--- src/rtl/fpadd_pkg.sv ---
// Shared definitions for the FP-adder stage buffers: default field widths, bundle
// packing offsets and the buffer occupancy state encoding.
package fpadd_pkg;

    localparam int DEF_EXP_W  = 8;
    localparam int DEF_MANT_W = 24;

    // Packed bundle layout, MSB to LSB: sign_a, exp_a, mant_a, sign_b, exp_b, mant_b, s
    localparam int BUNDLE_W = 2 * (1 + DEF_EXP_W + DEF_MANT_W) + 1;

    typedef enum logic [1:0] {
        ST_EMPTY = 2'd0,
        ST_ONE   = 2'd1,
        ST_FULL  = 2'd2
    } buf_state_t;

    function automatic int bundle_w(input int exp_w, input int mant_w);
        return 2 * (1 + exp_w + mant_w) + 1;
    endfunction

    function automatic int off_s();
        return 0;
    endfunction

    function automatic int off_mant_b();
        return 1;
    endfunction

    function automatic int off_exp_b(input int mant_w);
        return 1 + mant_w;
    endfunction

    function automatic int off_sign_b(input int exp_w, input int mant_w);
        return 1 + mant_w + exp_w;
    endfunction

    function automatic int off_mant_a(input int exp_w, input int mant_w);
        return 2 + mant_w + exp_w;
    endfunction

    function automatic int off_exp_a(input int exp_w, input int mant_w);
        return 2 + 2 * mant_w + exp_w;
    endfunction

    function automatic int off_sign_a(input int exp_w, input int mant_w);
        return 2 + 2 * mant_w + 2 * exp_w;
    endfunction

endpackage

--- src/rtl/fpadd_skid_slot.sv ---
// One bundle-wide storage slot: a valid bit plus a data register that only loads
// on a write enable. Clear has priority over load for the valid bit.
module fpadd_skid_slot
    import fpadd_pkg::*;
#(
    parameter int W = BUNDLE_W
) (
    input  logic         clk,
    input  logic         rst,
    input  logic         load,
    input  logic         clear,
    input  logic [W-1:0] d,
    output logic         valid,
    output logic [W-1:0] q
);

    logic         valid_reg;
    logic [W-1:0] data_reg;

    always_ff @(posedge clk or posedge rst) begin
        if (rst) begin
            valid_reg <= 1'b0;
        end else if (clear) begin
            valid_reg <= 1'b0;
        end else if (load) begin
            valid_reg <= 1'b1;
        end
    end

    // Data is left untouched on clear; occupancy is carried by the valid bit alone.
    always_ff @(posedge clk or posedge rst) begin
        if (rst) begin
            data_reg <= '0;
        end else if (load && !clear) begin
            data_reg <= d;
        end
    end

    assign valid = valid_reg;
    assign q     = data_reg;

endmodule

--- src/rtl/fpadd_stage_buffer.sv ---
// Elastic two-entry (main + skid) buffer for the aligned FP-adder operand bundle.
// Optional saturating stall counter is built when FPADD_BUF_STALL_CNT_EN is defined.
module fpadd_stage_buffer
    import fpadd_pkg::*;
#(
    parameter int EXP_W  = DEF_EXP_W,
    parameter int MANT_W = DEF_MANT_W
`ifdef FPADD_BUF_STALL_CNT_EN
    ,
    parameter int CNT_W  = 16
`endif
) (
    input  logic              clk,
    input  logic              rst,
    input  logic              flush,
    input  logic              in_valid,
    output logic              in_ready,
    input  logic              in_sign_a,
    input  logic              in_sign_b,
    input  logic [EXP_W-1:0]  in_exp_a,
    input  logic [EXP_W-1:0]  in_exp_b,
    input  logic [MANT_W-1:0] in_mant_a,
    input  logic [MANT_W-1:0] in_mant_b,
    input  logic              in_s,
    output logic              out_valid,
    input  logic              out_ready,
    output logic              out_sign_a,
    output logic              out_sign_b,
    output logic [EXP_W-1:0]  out_exp_a,
    output logic [EXP_W-1:0]  out_exp_b,
    output logic [MANT_W-1:0] out_mant_a,
    output logic [MANT_W-1:0] out_mant_b,
    output logic              out_s
`ifdef FPADD_BUF_STALL_CNT_EN
    ,
    output logic [CNT_W-1:0]  stall_count
`endif
);

    localparam int BW         = bundle_w(EXP_W, MANT_W);
    localparam int OFF_S      = off_s();
    localparam int OFF_MANT_B = off_mant_b();
    localparam int OFF_EXP_B  = off_exp_b(MANT_W);
    localparam int OFF_SIGN_B = off_sign_b(EXP_W, MANT_W);
    localparam int OFF_MANT_A = off_mant_a(EXP_W, MANT_W);
    localparam int OFF_EXP_A  = off_exp_a(EXP_W, MANT_W);
    localparam int OFF_SIGN_A = off_sign_a(EXP_W, MANT_W);

    // Slot 0 is main (drives the outputs), slot 1 is skid.
    localparam int MAIN = 0;
    localparam int SKID = 1;

    buf_state_t     state_reg;
    buf_state_t     state_next;

    logic [1:0]     slot_load;
    logic [1:0]     slot_clr;
    logic [1:0]     slot_valid;
    logic [BW-1:0]  slot_d [2];
    logic [BW-1:0]  slot_q [2];

    logic [BW-1:0]  in_bundle;
    logic           accept;
    logic           retire;

    assign in_bundle = {in_sign_a, in_exp_a, in_mant_a, in_sign_b, in_exp_b, in_mant_b, in_s};

    // in_ready depends only on the skid valid register, never on out_ready.
    assign in_ready  = ~slot_valid[SKID];
    assign out_valid = slot_valid[MAIN];
    assign accept    = in_valid & in_ready;
    assign retire    = out_valid & out_ready;

    genvar gi;
    generate
        for (gi = 0; gi < 2; gi++) begin : g_slot
            fpadd_skid_slot #(
                .W (BW)
            ) u_slot (
                .clk   (clk),
                .rst   (rst),
                .load  (slot_load[gi]),
                .clear (slot_clr[gi]),
                .d     (slot_d[gi]),
                .valid (slot_valid[gi]),
                .q     (slot_q[gi])
            );
        end
    endgenerate

    always_ff @(posedge clk or posedge rst) begin
        if (rst) begin
            state_reg <= ST_EMPTY;
        end else begin
            state_reg <= state_next;
        end
    end

    always_comb begin
        state_next     = state_reg;
        slot_load      = 2'b00;
        slot_clr       = 2'b00;
        slot_d[MAIN]   = in_bundle;
        slot_d[SKID]   = in_bundle;

        if (flush) begin
            // Flush overrides any same-cycle accept or retire.
            slot_clr   = 2'b11;
            state_next = ST_EMPTY;
        end else begin
            case (state_reg)
                ST_EMPTY: begin
                    if (accept) begin
                        slot_load[MAIN] = 1'b1;
                        state_next      = ST_ONE;
                    end
                end
                ST_ONE: begin
                    if (accept && retire) begin
                        slot_load[MAIN] = 1'b1;
                    end else if (accept) begin
                        slot_load[SKID] = 1'b1;
                        state_next      = ST_FULL;
                    end else if (retire) begin
                        slot_clr[MAIN]  = 1'b1;
                        state_next      = ST_EMPTY;
                    end
                end
                ST_FULL: begin
                    if (retire) begin
                        slot_d[MAIN]    = slot_q[SKID];
                        slot_load[MAIN] = 1'b1;
                        slot_clr[SKID]  = 1'b1;
                        state_next      = ST_ONE;
                    end
                end
                default: begin
                    slot_clr   = 2'b11;
                    state_next = ST_EMPTY;
                end
            endcase
        end
    end

    assign out_s      = slot_q[MAIN][OFF_S];
    assign out_mant_b = slot_q[MAIN][OFF_MANT_B +: MANT_W];
    assign out_exp_b  = slot_q[MAIN][OFF_EXP_B +: EXP_W];
    assign out_sign_b = slot_q[MAIN][OFF_SIGN_B];
    assign out_mant_a = slot_q[MAIN][OFF_MANT_A +: MANT_W];
    assign out_exp_a  = slot_q[MAIN][OFF_EXP_A +: EXP_W];
    assign out_sign_a = slot_q[MAIN][OFF_SIGN_A];

`ifdef FPADD_BUF_STALL_CNT_EN
    logic [CNT_W-1:0] stall_count_reg;

    always_ff @(posedge clk or posedge rst) begin
        if (rst) begin
            stall_count_reg <= '0;
        end else if (flush) begin
            stall_count_reg <= '0;
        end else if (in_valid && !in_ready && (stall_count_reg != {CNT_W{1'b1}})) begin
            stall_count_reg <= stall_count_reg + 1'b1;
        end
    end

    assign stall_count = stall_count_reg;
`endif

endmodule

--- config.mk ---
export PLATFORM = sky130hd
export DESIGN_NAME = fpadd_stage_buffer
export DESIGN_NICKNAME = d
export VERILOG_FILES = /design/src/rtl/fpadd_pkg.sv /design/src/rtl/fpadd_skid_slot.sv /design/src/rtl/fpadd_stage_buffer.sv
export SDC_FILE = /design/constraint.sdc
export NUM_CORES = 1
export LEC_CHECK = 0
export ABC_CLOCK_PERIOD_IN_PS = 5900
export BUFFER_PORTS_ARGS = -buffer_cell sky130_fd_sc_hd__buf_2
export CORE_MARGIN = 4
export CORE_UTILIZATION = 55
export CTS_CLUSTER_SIZE = 28
export DETAILED_ROUTE_END_ITERATION = 10
export PLACE_DENSITY_LB_ADDON = 0.1
export SLEW_MARGIN = 20
export SYNTH_ARGS = -nofsm -noshare
export SYNTH_HDL_FRONTEND = slang
export SYNTH_HIERARCHICAL = 1
export SYNTH_SLANG_ARGS = --single-unit
--- constraint.sdc ---
create_clock -name clk -period 5.9 [get_ports clk]
set_clock_uncertainty 0.15 [all_clocks]
set_input_delay 0 -clock clk [delete_from_list [all_inputs] [get_ports clk]]
set_output_delay 0 -clock clk [all_outputs]
set_load 0.02 [all_outputs]
# Yosys cells after proc, flatten, opt, wreduce, memory -nomap -nowiden

Index checks and enable logic that the tools add are counted.

Word-level logic and storage cells: 51
Register bits after elaboration: 138
Output and inout bits: 69
Bits of input ports: 72

Mux-type cells: 26
Reduce and logical (&&, ||, !) cells: 11
Equal/unequal tests: 6
Bitwise gates (word level): 3

Operator list:

| kind                 | count |
|---|---|
| $mux W67             | 3 |
| $mux W2              | 8 |
| $mux W1              | 11 |
| $ne A3 B3 Y1 const B | 3 |
| $pmux W2 S3          | 1 |
| $ne A4 B4 Y1 const B | 1 |
| $pmux W1 S2          | 2 |
| $reduce_and A4 Y1    | 1 |
| $reduce_bool A2 Y1   | 2 |
| $reduce_or A2 Y1     | 2 |
| $logic_and A1 B1 Y1  | 3 |
| $pmux W1 S3          | 1 |
| $and A1 B1 Y1        | 2 |
| $eq A2 B1 Y1 const B | 1 |
| $eq A2 B2 Y1 const B | 1 |
| $logic_not A1 Y1     | 2 |
| $logic_not A2 Y1     | 1 |
| $not A1 Y1           | 1 |

# Longest topological paths before layout

Gate-level depths: netlist (run 1).

Depth in word-level cells: 8
Mapped depth: 8
Mapped depth without buffers: 5

# Cells and area by module

The synthesis (run 1) kept the hierarchy.

Modules (own cells, without submodules):

| module             | instances | cells an instance | area each (µm²) | sequential area each (µm²) |
|---|---|---|---|---|
| fpadd_skid_slot    | 2         | 146               | 2687.6          | 1701.6 |
| fpadd_stage_buffer | 1         | 99                | 1189.9          | 50.0 |

# Worst setup path before layout (run 1)

Ideal clock, no wire load.

Path type: register -> register
Start point: reg g_slot[0].u_slot.valid_reg
End point: reg g_slot[1].u_slot.data_reg[27]
Setup time: 0.125 ns
Stages on the path, launching flop included: 7
Data required time: 5.625 ns
Setup slack: 3.809 ns
Data arrival time: 1.816 ns
Clock period less this slack: 2.091 ns
Path buffers: 2
Path through: dfrtp_1 a21bo_2 nor4_1 nor2b_4 buf_6 buf_12 mux2_4

Word-level cells in the longest chain between the ends: 6
Elaborated cells between the ends (all ways): 10
Those cells by class: mux (6); bitwise (1); reduce/logical (3)

Ends and longest elaborated chain:

| element                  | RTL line                  | RTL |
|---|---|---|
| start: declaration       | fpadd_skid_slot.sv:17     | `logic valid_reg;` |
| start signal: assignment | fpadd_skid_slot.sv:22     | `valid_reg <= 1'b0;` |
| start signal: assignment | fpadd_skid_slot.sv:24     | `valid_reg <= 1'b0;` |
| start signal: assignment | fpadd_skid_slot.sv:26     | `valid_reg <= 1'b1;` |
| $and A1 B1 Y1            | fpadd_stage_buffer.sv:72  | `assign retire = out_valid & out_ready;` |
| $logic_and A1 B1 Y1      | fpadd_stage_buffer.sv:119 | `if (accept && retire) begin` |
| $mux W1                  | fpadd_stage_buffer.sv:119 |  |
| $mux W1                  | fpadd_stage_buffer.sv:111 | `case (state_reg)` |
| $mux W2                  | fpadd_stage_buffer.sv:106 | `if (flush) begin` |
| net slot_load[1]         | fpadd_stage_buffer.sv:56  | `logic [1:0] slot_load;` |
| $logic_and A1 B1 Y1      | fpadd_skid_slot.sv:34     | `end else if (load && !clear) begin` |
| end signal: assignment   | fpadd_skid_slot.sv:33     | `data_reg <= '0;` |
| end signal: assignment   | fpadd_skid_slot.sv:35     | `data_reg <= d;` |
| end: declaration         | fpadd_skid_slot.sv:18     | `logic [W-1:0] data_reg;` |

The timed path passes the listed nets, and every way through them passes these cells.
A chain may end at the register's enable or synchronous reset.

# Final worst setup path (run 1)

Start point: reg state_reg[1]
End point: reg g_slot[0].u_slot.data_reg[10]

Elaborated cells between the ends (all ways): 12
Those cells by class: eq/ne (2); mux (6); reduce/logical (4)

RTL lines:

| element                              | RTL line                  | RTL |
|---|---|---|
| start: declaration                   | fpadd_stage_buffer.sv:53  | `buf_state_t state_reg;` |
| start signal: assignment             | fpadd_stage_buffer.sv:95  | `state_reg <= state_next;` |
| $eq A2 B2 Y1 (tied with other cells) | fpadd_stage_buffer.sv:111 |  |
| $pmux W1 S3 *                        | fpadd_stage_buffer.sv:111 |  |
| $mux W2 *                            | fpadd_stage_buffer.sv:106 |  |
| net slot_load[0]                     | fpadd_stage_buffer.sv:56  |  |
| $logic_and A1 B1 Y1 *                | fpadd_skid_slot.sv:34     |  |
| end signal: assignment               | fpadd_skid_slot.sv:33     |  |
| end signal: assignment               | fpadd_skid_slot.sv:35     |  |
| end: declaration                     | fpadd_skid_slot.sv:18     |  |

The timed path passes the listed nets; every way through them passes the cells marked *.

==> results of run 1 <==
[worst reg2reg max path: cells and delay by family (launching register included)]
kind / cells / cell delay, ps
flip-flops: 1 / 490
buffers and inverters: 1 / 740
AND/OR/NAND/NOR: 3 / 1020
multiplexers: 1 / 500
AO/OA/AOI/OAI: 1 / 210
[cell families (layout without fill, tap and decap cells)]
logic type / count (synthesis) / after routing / synth area share
mux: 202 / 202 / 0.398
compound gates: 7 / 7 / 0.00839
flops: 138 / 138 / 0.526
simple gates: 17 / 17 / 0.0208
buf+inv: 27 / 256 / 0.0471
[power breakdown]
part / switching (W) / total (W) / internal, W
Combinational: 0.000438 / 0.000985 / 0.000548
Clock: 0.000379 / 0.00111 / 0.000730
Sequential: 0.000196 / 0.00150 / 0.00131
Total: 0.00101 / 0.00360 / 0.00258
[stage by stage]
| step | utilization | area [µm²] |
|---|---|---|
| after global routing | 0.743 | 8590 |
| final | 0.743 | 8590 |
| after global placement | 0.622 | 7190 |
| after detailed placement | 0.622 | 7190 |
| after floorplan | - | 6570 |
| after CTS | 0.739 | 8550 |
[worst min-delay path by stage]
| stage | start | endpoint | slack [ps] | cells past startpoint |
|---|---|---|---|---|
| 2_1_floorplan | rst | state_reg[0] | -410 | 1 |
| 3_3_place_gp | rst | state_reg[1] | -250 | 2 |
| 3_5_place_dp | rst | state_reg[0] | -250 | 2 |
| 4_1_cts | rst | g_slot[0].u_slot/q[54] | 80 | 3 |
| 5_1_grt | rst | g_slot[0].u_slot/q[54] | 110 | 3 |
| 6_report | rst | g_slot[0].u_slot/q[64] | 60 | 3 |
[per-layer routing]
metal  global-route usage  up-vias  part of all wire
li1                     -     1848                 -
met1                0.269     1965              0.45
met2                0.325      118              0.48
met3               0.0458       20             0.048
met4               0.0849        0             0.019
met5                    0        -                 0
[area by class of cell]
cell class,instances,area (µm²),area share
Sequential cell,138,3450,0.402
Timing Repair Buffer,220,1520,0.176
Clock buffer,25,515,0.0600
Tap cell,143,179,0.0208
Inverter,4,16.3,0.00189
Clock inverter,7,110,0.0128
Multi-Input combinational cell,226,2800,0.326
[placed cells by master (no fill, tap or decap)]
cell	instances
nor2b_4	2
mux2_4	90
clkinv_2	5
nor2_1	4
nand2_1	2
clkbuf_8	6
inv_1	2
a21bo_2	1
buf_12	1
bufinv_16	3
a21oi_1	1
nor3b_1	2
buf_2	140
a21o_1	2
clkbuf_1	2
buf_16	1
dlygate4sd3_1	73
mux2i_1	1
or4b_1	1
inv_2	1
o211ai_1	1
nand4b_4	1
or4_1	1
mux2_2	111
clkbuf_16	17
nand2b_1	2
dfrtp_1	138
nor2_4	1
nor4_1	1
a31o_2	1
o31a_1	1
buf_4	5
==> results.sh, run 1 <==
export IMPL_r2r_setup_slack_ps=2680
export IMPL_path_class="flip-flop to flip-flop"
export IMPL_areaGrowthSynthToFinish_pct=30.9
export IMPL_reg2regPathDepth=6
export IMPL_die_x_um=117
export IMPL_synthCells=391
export IMPL_num_rows=39
export IMPL_ys_ff_latch=138
export IMPL_rsz0062_at_grt="no"
export IMPL_fin_crit_ps=3220
export IMPL_start_util=0.568
export IMPL_fin_crit_sh=0.546
export IMPL_synthTopCellsByArea="dfrtp_1 53%, mux2_4 21%, mux2_2 19%, buf_12 2.7%, buf_4 1.1%"
export IMPL_dr_pass1_iters=4
export IMPL_arrival_ps=3360
export IMPL_instances_no_fill=763
export IMPL_ys_top_cells_by_count="138 x dfrtp_1, 111 x mux2_2, 90 x mux2_4, 10 x buf_4, 9 x buf_12"
export IMPL_io_buffers=140
export IMPL_critPathTopFamily="simple AND/OR/NAND/NOR gates"
export IMPL_cts_tree="built"
export IMPL_design_power_total_w=0.00360
export IMPL_endpoint="g_slot[0].u_slot/q[10]"
export IMPL_wl_um=13200
export IMPL_numPlacedInstances=656
export IMPL_vias=3951
export IMPL_synth_cell_types=25
export IMPL_grt_overflow=0
export IMPL_htree_levels=4
export IMPL_post_cts_resized=0
export IMPL_grt_pass1_vias=4203
export IMPL_drc=0
export IMPL_cts_hold_buffers=73
export IMPL_crit_cells=6
export IMPL_via_per_inst=5.18
export IMPL_outcome="finished, final reports clean"
export IMPL_insertion_delay_ps=410
export IMPL_dpl_hpwl_um=8010
export IMPL_cts_buffer_depth=2
export IMPL_antenna_found_initial=0
export IMPL_ir_drop_mv=0.248
export IMPL_dieArea_um2=13700
export IMPL_post_cts_buffers=0
export IMPL_largest_reg_flops=134
export IMPL_syn_num_nets=463
export IMPL_yosys_warnings=6
export IMPL_max_stage_delay_ps=730
export IMPL_setup_tns_final_ps=0
export IMPL_antenna_cells=0
export IMPL_synth_top_cell_by_area="dfrtp_1"
export IMPL_routed_wire_length_per_instance_um=17.3
export IMPL_root_buffer="clkbuf_16"
export IMPL_timing_rr_end="g_slot[0].u_slot/q[10]"
export IMPL_synth_most_common_cell="dfrtp_1"
export IMPL_nFillCells=770
export IMPL_ant_nets=0
export IMPL_hold_slack_ps=61.9
export IMPL_maxSlewHeadroom=0.415
export IMPL_path_clk_slew_ps=60
export IMPL_crit_slowest_cell="buf_4"
export IMPL_synth_area_per_cell_um2=16.8
export IMPL_drive_gt1_frac=0.623
export IMPL_ios=141
export IMPL_synth_flop_cell="dfrtp_1"
export IMPL_die_y_um=117
export IMPL_min_path_type="primary input to async pin"
export IMPL_worst_pin_slew_ps=877
export IMPL_synthArstFlopShare=1.00
export IMPL_maxSlewViolCount=0
export IMPL_critical_path_buf_inv_count=1
export IMPL_place_gp_congestion=0.747
export IMPL_setup_violations=0
export IMPL_drt_iter0_markers=163
export IMPL_grt_max_degree=69
export IMPL_yosysSeqAreaShare=0.526
export IMPL_powerDensity_nw_per_um2=418
export IMPL_r2r_start="state_reg[1]"
export IMPL_drv_cap=0
export IMPL_nets=679
export IMPL_grt_pass1_wl_um=21200
export IMPL_required_ps=6040
export IMPL_worstPathCellList="nor3b_1 > nand2_1 > a21oi_1 > nor2b_4 > buf_4 > mux2_2"
export IMPL_preCtsSetupSlack_ps=2580
export IMPL_syn_area_um2=6570
export IMPL_cts_buffers=17
export IMPL_endpoint_kind="flip-flop"
export IMPL_grt_usage=0.203
export IMPL_core_area_um2=11600
export IMPL_fmax_mhz=310
export IMPL_hold_viol=0
export IMPL_synth_top_area_share=0.526
export IMPL_clock_sinks=138
export IMPL_start_kind="flip-flop"
export IMPL_crit_start="state_reg[1]"
export IMPL_synth_edf_count=0
export IMPL_path_max_fanout=48
export IMPL_p_leak_nw=4.06
export IMPL_layout_setup_ws_ps=2680
Power figures use the tool's default switching activity.
==> run 2: changes to the inputs <==
ABC_CLOCK_PERIOD_IN_PS = 3200   (was 5900)
clock period = 3.2 ns   (was 5.9 ns; I/O delays follow)
==> run 2 against run 1 <==
Compared with the run above:
- final cell count grew 0.79%
- utilization is essentially flat
- sequential power rose by 84%
- register-to-register slack got worse by 2100 ps
- global-route usage up 0.76 points
- via count grew 0.51%
- maximum frequency up 24%
- critical path type unchanged
- critical endpoint is now state_reg[0]
==> results.sh, run 2 (synthesized netlist as in run 1, its figures left out) <==
export IMPL_wl_um=13600
export IMPL_outcome="finished, final reports clean"
export IMPL_worst_pin_slew_ps=629
export IMPL_cts_buffer_depth=2
export IMPL_drt_iter0_markers=153
export IMPL_areaGrowthSynthToFinish_pct=31.0
export IMPL_arrival_ps=2800
export IMPL_start_kind="flip-flop"
export IMPL_ios=141
export IMPL_dieArea_um2=13700
export IMPL_grt_max_degree=38
export IMPL_r2r_start="g_slot[1].u_slot/valid"
export IMPL_maxSlewHeadroom=0.580
export IMPL_cts_tree="built"
export IMPL_instances_no_fill=769
export IMPL_hold_slack_ps=88.7
export IMPL_layout_common_cells="140 x buf_2, 138 x dfrtp_1, 111 x mux2_2"
export IMPL_path_max_fanout=5
export IMPL_numPlacedInstances=662
export IMPL_vias=3971
export IMPL_maxSlewViolCount=0
export IMPL_antenna_cells=0
export IMPL_grt_overflow=0
export IMPL_clock_sinks=138
export IMPL_r2r_setup_slack_ps=600
export IMPL_drc=0
export IMPL_fin_crit_sh=0.813
export IMPL_endpoint_kind="flip-flop"
export IMPL_place_gp_congestion=0.818
export IMPL_io_buffers=140
export IMPL_design_power_total_w=0.00659
export IMPL_routed_wire_length_per_instance_um=17.7
export IMPL_hold_viol=0
export IMPL_cts_buffers=17
export IMPL_num_rows=39
export IMPL_dr_pass1_iters=4
export IMPL_path_class="flip-flop to flip-flop"
export IMPL_preCtsSetupSlack_ps=749
export IMPL_drv_cap=0
export IMPL_reg2regPathDepth=5
export IMPL_drive_gt1_frac=0.626
export IMPL_timing_rr_end="state_reg[0]"
export IMPL_final_common_cell="buf_2"
export IMPL_required_ps=3400
export IMPL_grt_usage=0.211
export IMPL_powerDensity_nw_per_um2=766
export IMPL_layout_setup_ws_ps=600
export IMPL_start_util=0.568
export IMPL_antenna_found_initial=0
export IMPL_insertion_delay_ps=410
export IMPL_path_clk_slew_ps=60
export IMPL_fmax_mhz=385
export IMPL_setup_tns_final_ps=0
export IMPL_core_area_um2=11600
export IMPL_post_cts_buffers=0
export IMPL_die_y_um=117
export IMPL_min_path_type="primary input to async pin"
export IMPL_largest_reg_flops=134
export IMPL_fin_crit_ps=2600
export IMPL_via_per_inst=5.16
export IMPL_dpl_hpwl_um=8400
export IMPL_die_x_um=117
export IMPL_htree_levels=4
export IMPL_nets=685
export IMPL_root_buffer="clkbuf_16"
export IMPL_rsz0062_at_grt="no"
export IMPL_grt_pass1_vias=4468
export IMPL_ir_drop_mv=0.408
export IMPL_setup_violations=0
export IMPL_ant_nets=0
export IMPL_p_leak_nw=4.07
export IMPL_grt_pass1_wl_um=22200
-- run 2: cell count changes in the layout (fill, tap and decap cells not counted), sizes merged --
cell,delta
buf,+4
clkbuf,-7
clkinv,+4
clkinvlp,+2
dlygate4sd3,+2
inv,+1
-- run 2: cell type report --
cell class	instances	area [µm²]
inverter	4	16.3
timing repair buffer	226	1530
sequential	138	3450
clock inverter	14	173
multi-input combinational	226	2800
fill	774	2970
tap	143	179
clock buffer	18	439
-- run 2: worst max path at each step --
| stage | slack, ps | start | cells after the start | to |
|---|---|---|---|---|
| after global routing | 530 | g_slot[1].u_slot/valid | 5 | state_reg[0] |
| after global placement | 870 | state_reg[1] | 6 | g_slot[0].u_slot/q[23] |
| after floorplan | 1110 | g_slot[0].u_slot/valid | 6 | g_slot[1].u_slot/q[27] |
| after detailed placement | 750 | state_reg[1] | 6 | g_slot[0].u_slot/q[26] |
| final | 600 | g_slot[1].u_slot/valid | 5 | state_reg[0] |
| after CTS | 620 | g_slot[1].u_slot/valid | 5 | state_reg[0] |
-- run 2: worst max-delay path, cell delays in order, from the launching register on --
cell	delay, ps
dfrtp_1	410
nand2b_1	220
or4_1	500
dlygate4sd3_1	570
o211ai_1	90
dlygate4sd3_1	590
-- run 2: report_power, final --
part | switching (W) | internal (W)
clock | 0.000753 | 0.00125
combinational | 0.000810 | 0.00101
sequential | 0.000357 | 0.00241
-- run 2: timing repair --
action                                 CTS  global route
gates resized for setup                  0             0
hold buffers                            75             0
endpoints found under the hold margin  233             0
-- run 2: per-layer routing --
metal	part of all wire	vias to the layer above	global-route usage
li1	-	1847	-
met1	0.44	2002	0.265
met2	0.50	111	0.356
met3	0.051	11	0.0658
met4	0.0088	0	0.0566
met5	0	-	0
-- run 2: stage by stage --
| stage | util | area, µm² |
|---|---|---|
| finish | 0.743 | 8600 |
| global route | 0.743 | 8600 |
| CTS | 0.743 | 8600 |
| detailed placement | 0.626 | 7230 |
| global placement | 0.626 | 7230 |
| floorplan | - | 6570 |
